`config.mk`:
```
export PLATFORM = sky130hd
export DESIGN_NAME = mux_pkt_arbiter
export DESIGN_NICKNAME = d
export VERILOG_FILES = /design/src/rtl/mux_pkt_arbiter_pkg.sv /design/src/rtl/mux_pkt_arbiter_rr_pick2.sv /design/src/rtl/mux_pkt_arbiter.sv
export SDC_FILE = /design/constraint.sdc
export NUM_CORES = 1
export LEC_CHECK = 0
export ABC_AREA = 1
export BUFFER_PORTS_ARGS = -buffer_cell sky130_fd_sc_hd__buf_2
export CAP_MARGIN = 20
export CORE_AREA = 2 2 39 41
export CTS_CLUSTER_SIZE = 30
export DETAILED_ROUTE_END_ITERATION = 8
export DIE_AREA = 0 0 41 43
export PLACE_DENSITY_LB_ADDON = 0.15
export SLEW_MARGIN = 25
export SYNTH_ARGS = -nofsm -noshare
export SYNTH_HDL_FRONTEND = slang
export SYNTH_SLANG_ARGS = --single-unit
export TNS_END_PERCENT = 10
```
`constraint.sdc`:
```
create_clock -name clk -period 2.1 [get_ports clk]
set_clock_uncertainty 0.2 [all_clocks]
set_input_delay 0.21 -clock clk [delete_from_list [all_inputs] [get_ports clk]]
set_output_delay 0.21 -clock clk [all_outputs]
set_load 0.01 [all_outputs]
```
`src/rtl/mux_pkt_arbiter_pkg.sv`:
```
// ---------------------------------------------------------------------------
// mux_pkt_arbiter_pkg
// Shared constants for the router output-stage arbiter and its mux:
//   - flit-type codes carried in the top bits of each flit
//   - arbiter FSM state codes (single-bit, legacy-compatible constants)
//   - helper that checks a flit-type field against a code
// ---------------------------------------------------------------------------
package mux_pkt_arbiter_pkg;

    localparam int TYPEW_DEF = 2;

    typedef enum logic [TYPEW_DEF-1:0] {
        TYPE_NONE = 2'd0,
        TYPE_HEAD = 2'd1,
        TYPE_DATA = 2'd2,
        TYPE_TAIL = 2'd3
    } flit_type_e;

    localparam logic [0:0] ARB_IDLE = 1'b0;
    localparam logic [0:0] ARB_LOCK = 1'b1;

    // Compare a flit-type field against one code.
    function automatic logic type_is(input logic [TYPEW_DEF-1:0] ftype,
                                     input flit_type_e          code);
        return (ftype == code);
    endfunction

endpackage

```
`src/rtl/mux_pkt_arbiter_rr_pick2.sv`:
```
// ---------------------------------------------------------------------------
// arb_rr_pick2
// Combinational two-requester round-robin pick. When both request, the
// pointer decides; otherwise the single requester wins.
// Ports:
//   req[1:0]  in   request per port
//   ptr       in   preferred port when both request
//   gnt_idx   out  index of the winning port (meaningful only when any=1)
//   any       out  at least one request present
// ---------------------------------------------------------------------------
module arb_rr_pick2 (
    input  logic [1:0] req,
    input  logic       ptr,
    output logic       gnt_idx,
    output logic       any
);

    assign any     = |req;
    assign gnt_idx = (req == 2'b11) ? ptr : req[1];

endmodule

```
`src/rtl/mux_pkt_arbiter.sv`:
```
// ---------------------------------------------------------------------------
// mux_pkt_arbiter
// Wormhole packet arbiter driving the select of the 2:1 router output mux.
// A HEAD flit wins the output; the mux stays on that port until its TAIL
// flit is accepted downstream. Ties between simultaneous HEADs are broken
// round-robin.
//
// Optional feature: define ARB_TIMEOUT_EN to release a lock that has seen
// TIMEOUT consecutive cycles without a grant (otimeout pulses once).
//
// Ports:
//   clk        in   router clock
//   rst_       in   synchronous active-low reset
//   ivalid_0/1 in   per-port flit valid
//   itype_0/1  in   per-port flit type (TYPEW bits)
//   ordy       in   downstream accepts a flit this cycle
//   sel        out  registered mux select (0 = port 0, 1 = port 1)
//   ogrant_0/1 out  flit transferred from that port this cycle
//   obusy      out  lock held
//   otimeout   out  one-cycle pulse after a forced release
// ---------------------------------------------------------------------------
module mux_pkt_arbiter
    import mux_pkt_arbiter_pkg::*;
#(
    parameter int TYPEW   = 2,
    parameter int TIMEOUT = 16,
    parameter int CNTW    = 8
) (
    input  logic             clk,
    input  logic             rst_,
    input  logic             ivalid_0,
    input  logic [TYPEW-1:0] itype_0,
    input  logic             ivalid_1,
    input  logic [TYPEW-1:0] itype_1,
    input  logic             ordy,
    output logic             sel,
    output logic             ogrant_0,
    output logic             ogrant_1,
    output logic             obusy,
    output logic             otimeout
);

    if (TIMEOUT < 2 || TIMEOUT > 255 || (CNTW < 31 && (1 << CNTW) <= TIMEOUT)) begin : g_bad_cfg
        $error("mux_pkt_arbiter: TIMEOUT must be 2..255 and fit in CNTW bits");
    end

    logic [0:0] state_q, state_d;
    logic       sel_q,   sel_d;
    logic       rr_q,    rr_d;
    logic       tout_q,  tout_d;

    logic [1:0] head_req;
    logic       pick_idx;
    logic       pick_any;
    logic       locked;
    logic       gnt_0;
    logic       gnt_1;
    logic       granted;
    logic [TYPEW-1:0] gnt_type;
    logic       tail_acc;

    assign head_req[0] = ivalid_0 && (itype_0 == TYPEW'(TYPE_HEAD));
    assign head_req[1] = ivalid_1 && (itype_1 == TYPEW'(TYPE_HEAD));

    arb_rr_pick2 u_pick (
        .req     (head_req),
        .ptr     (rr_q),
        .gnt_idx (pick_idx),
        .any     (pick_any)
    );

    // Grants come only from registered state, and are suppressed while
    // reset is asserted so an abandoned packet never pops a flit.
    assign locked   = (state_q == ARB_LOCK);
    assign gnt_0    = rst_ && locked && !sel_q && ivalid_0 && ordy;
    assign gnt_1    = rst_ && locked &&  sel_q && ivalid_1 && ordy;
    assign granted  = gnt_0 || gnt_1;
    assign gnt_type = sel_q ? itype_1 : itype_0;
    assign tail_acc = granted && (gnt_type == TYPEW'(TYPE_TAIL));

`ifdef ARB_TIMEOUT_EN
    logic [CNTW-1:0] cnt_q, cnt_d;
    logic            stall_limit;

    assign stall_limit = locked && !granted && (cnt_q == CNTW'(TIMEOUT - 1));
`endif

    always_comb begin
        state_d = state_q;
        sel_d   = sel_q;
        rr_d    = rr_q;
        tout_d  = 1'b0;
`ifdef ARB_TIMEOUT_EN
        cnt_d   = '0;
`endif
        case (state_q)
            ARB_IDLE: begin
                if (pick_any) begin
                    sel_d   = pick_idx;
                    state_d = ARB_LOCK;
                end
            end
            ARB_LOCK: begin
                if (tail_acc) begin
                    // sel keeps pointing at the finished port; only the
                    // round-robin pointer moves on.
                    state_d = ARB_IDLE;
                    rr_d    = ~sel_q;
                end
`ifdef ARB_TIMEOUT_EN
                else if (stall_limit) begin
                    state_d = ARB_IDLE;
                    rr_d    = ~sel_q;
                    tout_d  = 1'b1;
                end else if (!granted) begin
                    cnt_d   = cnt_q + CNTW'(1);
                end
`endif
            end
            default: begin
                state_d = ARB_IDLE;
            end
        endcase
    end

    always_ff @(posedge clk) begin
        if (!rst_) begin
            state_q <= ARB_IDLE;
            sel_q   <= 1'b0;
            rr_q    <= 1'b0;
            tout_q  <= 1'b0;
        end else begin
            state_q <= state_d;
            sel_q   <= sel_d;
            rr_q    <= rr_d;
            tout_q  <= tout_d;
        end
    end

`ifdef ARB_TIMEOUT_EN
    always_ff @(posedge clk) begin
        if (!rst_) begin
            cnt_q <= '0;
        end else begin
            cnt_q <= cnt_d;
        end
    end

    assign otimeout = tout_q;
`else
    // Without the timeout feature the pulse register never sets.
    assign otimeout = tout_q;
`endif

    assign sel      = sel_q;
    assign ogrant_0 = gnt_0;
    assign ogrant_1 = gnt_1;
    assign obusy    = locked;

endmodule

```
# Yosys cells after proc, flatten, opt, wreduce, memory -nomap -nowiden
# Index checks and enable logic that the tools add are counted.
# totals
register_bits	3
latchBits	0
mem_bits_rw	0
romBits	0
inputBits	9
out_inout_bits	5
elab_cells	29
mem_count	0
# classes
addsub	0
n_mul	0
div	0
n_lt_le_gt_ge	0
eq_ne	4
shifts	0
n_mux	5
n_bitwise	2
n_reduce_logical	15
# op_table
operator	count
logical AND 1 bit	10
== test 2 x 1 -> 1 bit (second input constant)	2
== test 2 bit (second input constant)	2
AND reduction 2 bit	2
2-to-1 mux 1 bit	3
2-to-1 mux 2 bit	1
inverter 1 bit	2
case mux 1 bit (2 select lines)	1
OR reduction 2 bit	1
zero test 1 bit	1
logical OR 1 bit	1

# Logic depth before layout (Yosys ltp)
# Gate-level depths: netlist (run 1).
# logic_depth
word_depth	8
mapped_depth	6

# Modules after synthesis
# Synthesis (run 1) repeated with hierarchy kept, for this count alone.
# unflattened
hier_cells	35
hier_area_um2	211.5
# modules_own_cells
module	instances	cells_each	area_per_inst_um2	seq_area_each_um2
mux_pkt_arbiter	1	30	188.9	60.1
arb_rr_pick2	1	5	22.5	0.0

# Least setup slack after synthesis (run 1)
# Ideal clock, no wire load.
# synth_path
kind	flip-flop to flip-flop
from	reg sel_q, in the netlist sel
to	reg rr_q
setup_ns	0.115
t_arrival_ns	0.844
t_required_ns	1.785
slack_ns	0.941
stages_incl_launch_ff	6
n_path_buf	0
synth_period_minus_slack_ns	1.159
path_cell_list	dfxtp_1 -> nand2_2 -> a21oi_2 -> nand3_1 -> nand2_1 -> nor2_1
# synth_via
elab_chain_len	7
elab_cells_between_ends	13
cone_classes	eq/ne: 1; mux: 1; bitwise: 1; reduce/logical: 10
# synth_lines
item	line_no	text
start: declaration	mux_pkt_arbiter.sv:48	logic sel_q, sel_d;
start signal: assignment	mux_pkt_arbiter.sv:134	sel_q <= sel_d;
zero test 1 bit	mux_pkt_arbiter.sv:75	assign gnt_0 = rst_ && locked && !sel_q && ivalid_0 && ordy;
logical AND 1 bit (3 in series)	mux_pkt_arbiter.sv:75	
logical OR 1 bit	mux_pkt_arbiter.sv:77	assign granted = gnt_0 || gnt_1;
logical AND 1 bit	mux_pkt_arbiter.sv:79	assign tail_acc = granted && (gnt_type == TYPEW'(TYPE_TAIL));
AND reduction 2 bit (no line)	--	
end signal: assignment	mux_pkt_arbiter.sv:135	rr_q <= rr_d;
end: declaration	mux_pkt_arbiter.sv:49	logic rr_q, rr_d;
# Several ways; a longest one is shown, not always the timed one.
# A chain may end at the register's enable or synchronous reset.

# Worst setup path in the final report (run 1)
# layout_path
from	reg sel_q, in the netlist sel
to	out ogrant_0
# layout_via
elab_chain_len	4
# layout_lines
item	line_no	text
zero test 1 bit	mux_pkt_arbiter.sv:75	
logical AND 1 bit (3 in series)	mux_pkt_arbiter.sv:75	
end: declaration	mux_pkt_arbiter.sv:37	output logic ogrant_0,
# No other way between the ends.

==> results of run 1 <==
-- critical path: stages (launching register included) --
cell and delay, ps:
dfxtp_1 420, inv_1 90, nand2_1 100, nor2_1 50, buf_2 130
-- cell families (layout without fill, tap and decap cells) --
family / after synthesis / after routing
AOI/OAI and AO/OA: 6 / 6
buffers and inverters: 5 / 20
DFF: 3 / 3
other: 1 / 1
and+or+nand+nor: 17 / 17
-- cells in the mapped netlist --
| library cell | number | share of area (%) |
|---|---|---|
| nand2_1 | 6 | 11 |
| nand3_1 | 5 | 12 |
| inv_1 | 4 | 7.5 |
| nor2_1 | 4 | 7.5 |
| dfxtp_1 | 3 | 30 |
| a21oi_1 | 2 | 5.0 |
| o21ai_0 | 2 | 5.0 |
| a21boi_0 | 1 | 3.7 |
| a21oi_2 | 1 | 4.3 |
| buf_4 | 1 | 3.7 |
| conb_1 | 1 | 1.9 |
| nand2_2 | 1 | 3.1 |
| nand3_2 | 1 | 5.0 |
-- through the flow --
stage	area (um^2)	total power, W	instances
floorplan	201	0.0000787	32
global placement	274	0.0000934	59
detailed placement	274	0.0000927	59
CTS	300	0.000197	63
global route	300	0.000205	63
finish	300	0.000191	63
-- power groups by stage --
stage               logic [W]  clock network [W]  registers, W
finish              0.0000278          0.0000993     0.0000638
global route        0.0000311           0.000110     0.0000642
CTS                 0.0000282           0.000105     0.0000638
detailed placement  0.0000280                  0     0.0000647
global placement    0.0000283                  0     0.0000651
floorplan           0.0000138                  0     0.0000649
-- cell type report --
type	count	area (um^2)	area share (%)
Multi-Input combinational cell	24	119	39.6
Sequential cell	3	60.1	20.0
Timing Repair Buffer	12	60.1	20.0
Clock buffer	4	26.3	8.75
Tap cell	16	20.0	6.67
Inverter	4	15.0	5.00
-- metal layers --
metal	share of wire, %	global-route usage, %	up-vias
met2	47	9.38	6
met3	7.2	3.66	0
met4	0	8.00	0
met1	45	8.28	104
met5	0	0	-
li1	-	-	131
-- how the worst min path moves through the flow --
stage                     from   end  slack (ps)
after floorplan           rst_  rr_q         130
after global placement    rr_q  rr_q         270
after detailed placement  rst_  rr_q         280
after CTS                 rst_  rr_q          40
after global routing      rst_  rr_q          70
final                     rst_  rr_q          50
-- sequential cells by signal (all words and copies together) (netlist names) --
| signal | cells |
|---|---|
| rr_q | 1 |
| obusy | 1 |
| sel | 1 |
==> results.yml, run 1 <==
run_status:
  outcome: "complete, no violations"
timing:
  fin_crit_ps: 1430
  rsz0062_at_grt: "no"
  setup_tns_ps: 0
  fin_hold_ws_ps: 47.2
  fin_crit_sh_pct: 68.0
  setup_viol: 0
  clock.fmax_ghz: 0.700
  finalHoldViolations: 0
  slew_viol_final: 0
  worst_slack_ps: 671
power:
  combPwrFrac_pct: 14.6
  pwr-share-clk_pct: 52.0
  p_int_w: 0.000143
  leakage_nw: 0.153
  power_switching_w: 0.0000476
  p_seq_share_pct: 33.4
  ir_drop_mv: 0.227
  p_per_area_mw_per_mm2: 636
  swShare_pct: 24.9
global_route:
  track_usage_pct: 7.51
  grt_pass1_wl_um: 841
  grt_max_degree: 7
  grt_pass1_vias: 236
  antenna_found_initial: 0
  grt.overflow.total: 0
floorplanning:
  die_x_um: 41
  die_area_mm2: 0.00176
  ios: 14
  rows: 14
  core_mm2: 0.00138
  initial_core_util_pct: 14.6
  fp.dieH_um: 43
setup_path:
  crit_path_end_kind: "output port"
  arrival_ps: 1020
  rr_startpoint: "sel"
  required_ps: 1690
  critical_path_class: "flip-flop to output port"
  path_max_fanout: 6
  cp-start-kind: "flip-flop"
  reg2reg_slack_ps: 880
  crit_start: "sel"
  endpoint: "ogrant_0"
  reg2reg_depth: 5
  rr_endpoint: "rr_q"
clocking:
  cts-buffers-inserted: 3
  cts_tree: "done"
  cts.path.max_buffers: 2
  clkSinkCount: 3
  cts_setup_buffers: 0
  htreeDepth: 1
  cts.repair.resized: 0
  clk_latency_ps: 230
  clk_pin_slew_worst_paths_ps: 40
  clockRootBuffer: "clkbuf_4"
  ctsHoldBuffers: 0
routing:
  postRouteAntennaNets: 0
  drc: 0
  post_drt_via_cell_ratio: 3.83
  wl_per_cell_um: 8.17
  initialDrtViolationCount: 3
  wirelength_um: 515
  drt_first_pass_iters: 4
  num_vias: 241
synth:
  synth.avg_cell_area_um2: 6.30
  ys_seq_area_share_pct: 29.8
  syn_inst: 32
  synth-simple-area-share_pct: 39.1
  muxShareOfSynthArea_pct: 0
  ys_seq_elements: 3
  yosys_warnings: 0
  syn-cell-area_um2: 201
  synth-adder-area-share_pct: 0
  synth_compound_area_share_pct: 18.0
  synth_top_family_by_area: "simple AND/OR/NAND/NOR gates"
  syn-num-nets: 41
  synth_cell_types: 13
  synth_xor_area_share_pct: 0
cells_and_area:
  fill_cells: 162
  area_growth_pct: 49.1
  drive_gt1_share_pct: 38.3
  layout.cells.most_common: "buf_2"
  final_nets: 57
  final_cell_mix: "buf_2, nand2_1, nand3_1, nor2_1, inv_1"
  diodes: 0
  post-route-util_pct: 21.7
min_path:
  hold_depth: 3
  min_path_type: "input port to flip-flop"
placed_design:
  gp_congestion: 0.693
  port_buffers: 12
  dp_hpwl_um: 432
  pre_cts_ws_ps: 898
job:
  cap_violations: 0
(Power assumes the default switching activity.)
==> run 2: changes to the inputs <==
- ABC_AREA: 1 -> 0
- clock period: 2.1 -> 1.45 ns (I/O delays scaled with it)
==> run 2 against run 1 <==
Net effect:
- synthesized area up 1.9%
- first-iteration DRC count decreased by 100%
- final cell count shrank 11%
- wire length up 6.2%
- via count up 0.83%
- flip-flop and latch count stayed put
- die area is the same
- combinational power up 57%
- hold slack lost 22 ps
- critical path type unchanged
==> results.yml, run 2 <==
placed_design:
  port_buffers: 12
  dpl-instance-area_um2: 278
  gp_congestion: 0.646
synth:
  synth.top_cell.area_share_pct: 29.3
  syn-cell-area_um2: 205
  synth-edff-count: 0
  synth.avg_cell_area_um2: 8.55
  yosys.area.top_type: "dfxtp_1"
  ys_seq_area_share_pct: 29.3
  ys_seq_elements: 3
  syn_inst: 24
  syn-num-nets: 33
  ys_async_sr_fraction_pct: 0
  ys.flop_type: "dfxtp_1"
  synth_cell_types: 16
  synthTopCellsByArea: "dfxtp_1, nand3b_1, a221oi_2"
  synthTopCellsByCount: "dfxtp_1, nand3b_1"
  yosys_warnings: 0
floorplanning:
  core_mm2: 0.00138
  ios: 14
  rows: 14
  initial_core_util_pct: 14.8
  fp.dieH_um: 43
  die_area_mm2: 0.00176
  die_x_um: 41
timing:
  rsz0062_at_grt: "no"
  clock.fmax_ghz: 0.735
  setup_tns_ps: 0
  slew_viol_final: 0
  fin_crit_sh_pct: 93.8
  fin_crit_ps: 1360
  finalHoldViolations: 0
  setup_viol: 0
global_route:
  grt_pass1_wl_um: 945
  track_usage_pct: 8.32
  met3_usage_pct: 6.28
  grt.overflow.total: 0
  grt-busiest-layer: "met2"
  grt_util_met2_pct: 13.1
  use_met1_pct: 7.37
  grt_pass1_vias: 256
  antenna_found_initial: 0
  grt_max_degree: 7
power:
  leakage_nw: 0.145
  ir_drop_mv: 0.549
  p_per_area_mw_per_mm2: 877
setup_path:
  path_cells: "nand3_2 > nor2_1 > buf_2"
  cp_slowest_stage_delay_ps: 400
  critPathTopFamily: "flip-flops"
  arrival_ps: 1020
  reg2reg_depth: 3
  critical_path_class: "flip-flop to output port"
  crit_cells: 3
  slowest_stage: "dfxtp_1"
  path_max_fanout: 5
  crit_buf_inv: 1
  required_ps: 1110
  crit_path_end_kind: "output port"
  cp-start-kind: "flip-flop"
routing:
  drc: 0
  drt_first_pass_iters: 1
  num_vias: 243
  initialDrtViolationCount: 0
  wl_per_cell_um: 9.77
  postRouteAntennaNets: 0
  wirelength_um: 547
  post_drt_via_cell_ratio: 4.34
clocking:
  cts.path.max_buffers: 2
  clkSinkCount: 3
  cts-buffers-inserted: 3
  htreeDepth: 1
  cts_tree: "done"
  clk_latency_ps: 230
  cts_setup_buffers: 0
  clockRootBuffer: "clkbuf_4"
  clk_pin_slew_worst_paths_ps: 40
run_status:
  outcome: "complete, no violations"
cells_and_area:
  area_growth_pct: 55.5
  drive_gt1_share_pct: 47.5
  fin_area_um2: 319
  diodes: 0
  final_nets: 50
  layout.cells.most_common: "buf_2"
  final_cell_mix: "buf_2, nand3b_1, clkbuf_4, dfxtp_1"
min_path:
  min_path_type: "input port to flip-flop"
  hold_depth: 4
job:
  cap_violations: 0
-- run 2: through the flow --
step,worst slack (ps),power [W],util [%],hold slack (ps),instances
2_1_floorplan,184,0.000114,-,76.7,24
6_report,89.6,0.000280,23.1,24.9,56
5_1_grt,1.26,0.000300,23.1,42.8,56
3_3_place_gp,146,0.000135,20.1,219,51
4_1_cts,34.8,0.000287,22.7,24.8,56
3_5_place_dp,155,0.000134,20.1,219,51
-- run 2: cell families after synthesis --
logic type / Yosys count / synth area share, %
buf+inv: 3 / 7.32
compound gates: 7 / 28.7
flops: 3 / 29.3
simple gates: 10 / 32.9
other cells: 1 / 1.83
-- run 2: final cells by class --
cell class              count  area [um^2]
fillers                   155         1060
multi-input cells          18          135
repair buffers             13         70.1
flip-flops and latches      3         60.1
clock buffers               4         26.3
well taps                  16         20.0
inverters                   2         7.51
-- run 2: worst min-delay path: cells and delay by family --
kind | cells | cell delay [ps]
AOI/OAI and AO/OA | 2 | 120
buffers and inverters | 1 | 90
and+or+nand+nor | 1 | 40
-- run 2: routing by layer --
layer	wire [um]	vias to the layer above
met5	0	-
met4	0	0
met3	60	0
met2	298	8
met1	188	115
li1	-	120
-- run 2: power breakdown --
| part | internal [W] | switching (W) | total, W |
|---|---|---|---|
| Clock | 0.000103 | 0.0000414 | 0.000144 |
| Sequential | 0.0000869 | 0.00000502 | 0.0000919 |
| Combinational | 0.0000220 | 0.0000216 | 0.0000436 |
| Total | 0.000212 | 0.0000681 | 0.000280 |
-- run 2: path summary, 6_finish.rpt --
path / slack, ps / end / from
min reg2reg: 290 / rr_q / rr_q
min: 20 / sel / itype_1[1]
max reg2reg: 170 / rr_q / sel
max: 90 / ogrant_0 / obusy
-- run 2: repair_timing --
action / 4_1_cts / 5_1_grt
resized for setup: 0 / 1
hold endpoints to repair: 3 / 0
hold buffers: 1 / 0
setup endpoints to repair: 0 / 2
==> run 3: changes to the inputs <==
- clock period: 1.45 -> 1.3 ns (I/O delays scaled with it)
==> run 3 against run 2 <==
Net effect:
- count of clock-buffer cells in the layout stayed put
- power is 13% higher
- clock power is 10% higher
- non-clock buffer count is 1 higher
- design area is 6.3% higher
- flip-flop and latch count stayed put
- die area stayed put
- hold slack worse by 3.9 ps
- final cell count is 1.8% higher
- register-to-register slack worse by 120 ps
- sequential power is 12% higher
- critical path depth stayed put
==> results.yml, run 3 (synthesized netlist as in run 2, its figures left out) <==
global_route:
  grt_max_degree: 7
  grt_pass1_vias: 246
  antenna_found_initial: 0
  grt_pass1_wl_um: 862
  track_usage_pct: 7.22
  grt.overflow.total: 0
setup_path:
  arrival_ps: 930
  cp_slowest_stage_delay_ps: 330
  reg2reg_depth: 3
  reg2reg_slack_ps: 50
  rr_startpoint: "sel"
  path_max_fanout: 6
  cp-start-kind: "flip-flop"
  crit_path_end_kind: "output port"
  rr_endpoint: "rr_q"
  critPathTopFamily: "flip-flops"
  critical_path_class: "flip-flop to output port"
  path_cells: "nand2b_4 > nor2_2 > buf_2"
  slowest_stage: "dfxtp_2"
  required_ps: 970
  crit_buf_inv: 1
timing:
  slew_viol_final: 0
  fin_hold_ws_ps: 21.0
  worst_slack_ps: 37.0
  fin_crit_sh_pct: 97.2
  fin_crit_ps: 1260
  rsz0062_at_grt: "yes"
  setup_viol: 0
  finalHoldViolations: 0
  clock.fmax_ghz: 0.792
cells_and_area:
  final_nets: 51
  drive_gt1_share_pct: 56.1
  final_cell_mix: "buf_2, nand3b_1, clkbuf_4"
  diodes: 0
  fin_cells: 57
  fin_area_um2: 339
  area_growth_pct: 65.2
  layout.cells.most_common: "buf_2"
power:
  ir_drop_mv: 0.274
  combPwrFrac_pct: 17.4
  swShare_pct: 24.1
  p_seq_share_pct: 32.5
  p_int_w: 0.000241
  p_per_area_mw_per_mm2: 935
  power_switching_w: 0.0000762
  leakage_nw: 0.152
  pwr-share-clk_pct: 50.1
min_path:
  worstHoldStart: "ivalid_1"
  hold_depth: 3
  hold_end: "obusy"
  min_path_type: "input port to flip-flop"
routing:
  initialDrtViolationCount: 8
  drt_first_pass_iters: 4
  wl_per_cell_um: 9.72
  drc: 0
  wirelength_um: 554
  postRouteAntennaNets: 0
  num_vias: 238
  post_drt_via_cell_ratio: 4.18
clocking:
  clockRootBuffer: "clkbuf_4"
  htreeDepth: 1
  clk_latency_ps: 230
  clk_pin_slew_worst_paths_ps: 40
  cts_tree: "done"
  cts.path.max_buffers: 2
  clkSinkCount: 3
  cts_setup_buffers: 0
  cts-buffers-inserted: 3
floorplanning:
  rows: 14
  fp.dieH_um: 43
  die_area_mm2: 0.00176
  initial_core_util_pct: 14.8
  ios: 14
  die_x_um: 41
  core_mm2: 0.00138
placed_design:
  dpl-instance-area_um2: 285
  gp_congestion: 0.698
  dp_hpwl_um: 476
  pre_cts_ws_ps: 22.9
  dp_cells: 52
  port_buffers: 12
run_status:
  outcome: "complete, no violations"
job:
  cap_violations: 0
==> run 3: layout make-up <==
class                   instances  area (um^2)
fillers                       168         1040
multi-input cells              18          145
repair buffers                 14         77.6
flip-flops and latches          3         62.6
clock buffers                   4         26.3
well taps                      16         20.0
inverters                       2         7.51
==> run 3: through the flow <==
| stage | TNS (ps) | power [W] | util [%] |
|---|---|---|---|
| after CTS | 0 | 0.000325 | 23.8 |
| after floorplan | 0 | 0.000127 | - |
| after global placement | 0 | 0.000154 | 20.6 |
| final | 0 | 0.000317 | 24.5 |
| after detailed placement | 0 | 0.000153 | 20.6 |
| after global routing | -32.6 | 0.000341 | 24.5 |
==> run 3: power groups by stage <==
stage	sequential (W)	clock [W]	combinational (W)
after floorplan	0.000104	0	0.0000224
after global placement	0.000103	0	0.0000512
after detailed placement	0.000102	0	0.0000506
after CTS	0.000102	0.000169	0.0000544
after global routing	0.000103	0.000176	0.0000614
final	0.000103	0.000159	0.0000553
==> run 3: routing by layer <==
metal	wire length (um)	global-route usage, %	share of wire [%]	vias up
met5	0	0	0	-
met4	0	4.00	0	0
met3	31	3.14	5.6	0
met2	317	12.2	57	6
met1	205	6.73	37	112
li1	-	-	-	120
==> run 3: what timing repair did <==
item / in CTS / in global routing
endpoints found under the hold margin: 3 / 0
hold buffers: 1 / 0
endpoints found under the setup margin: 2 / 2
pin swaps: 0 / 1
resized for setup: 3 / 2
==> run 3: how the worst max path moves through the flow <==
stage | startpoint | to | slack [ps] | cells past startpoint
after floorplan | sel | rr_q | 30 | 3
after global placement | obusy | rr_q | 40 | 3
after detailed placement | sel | rr_q | 20 | 3
after CTS | obusy | ogrant_0 | 10 | 3
after global routing | sel | ogrant_0 | -20 | 3
final | sel | ogrant_0 | 40 | 3
==> run 3: worst register-to-register path: stages, from the launching register on <==
cell and delay, ps:
dfxtp_2 330, nand2b_4 150, a211o_2 320, o211a_1 120
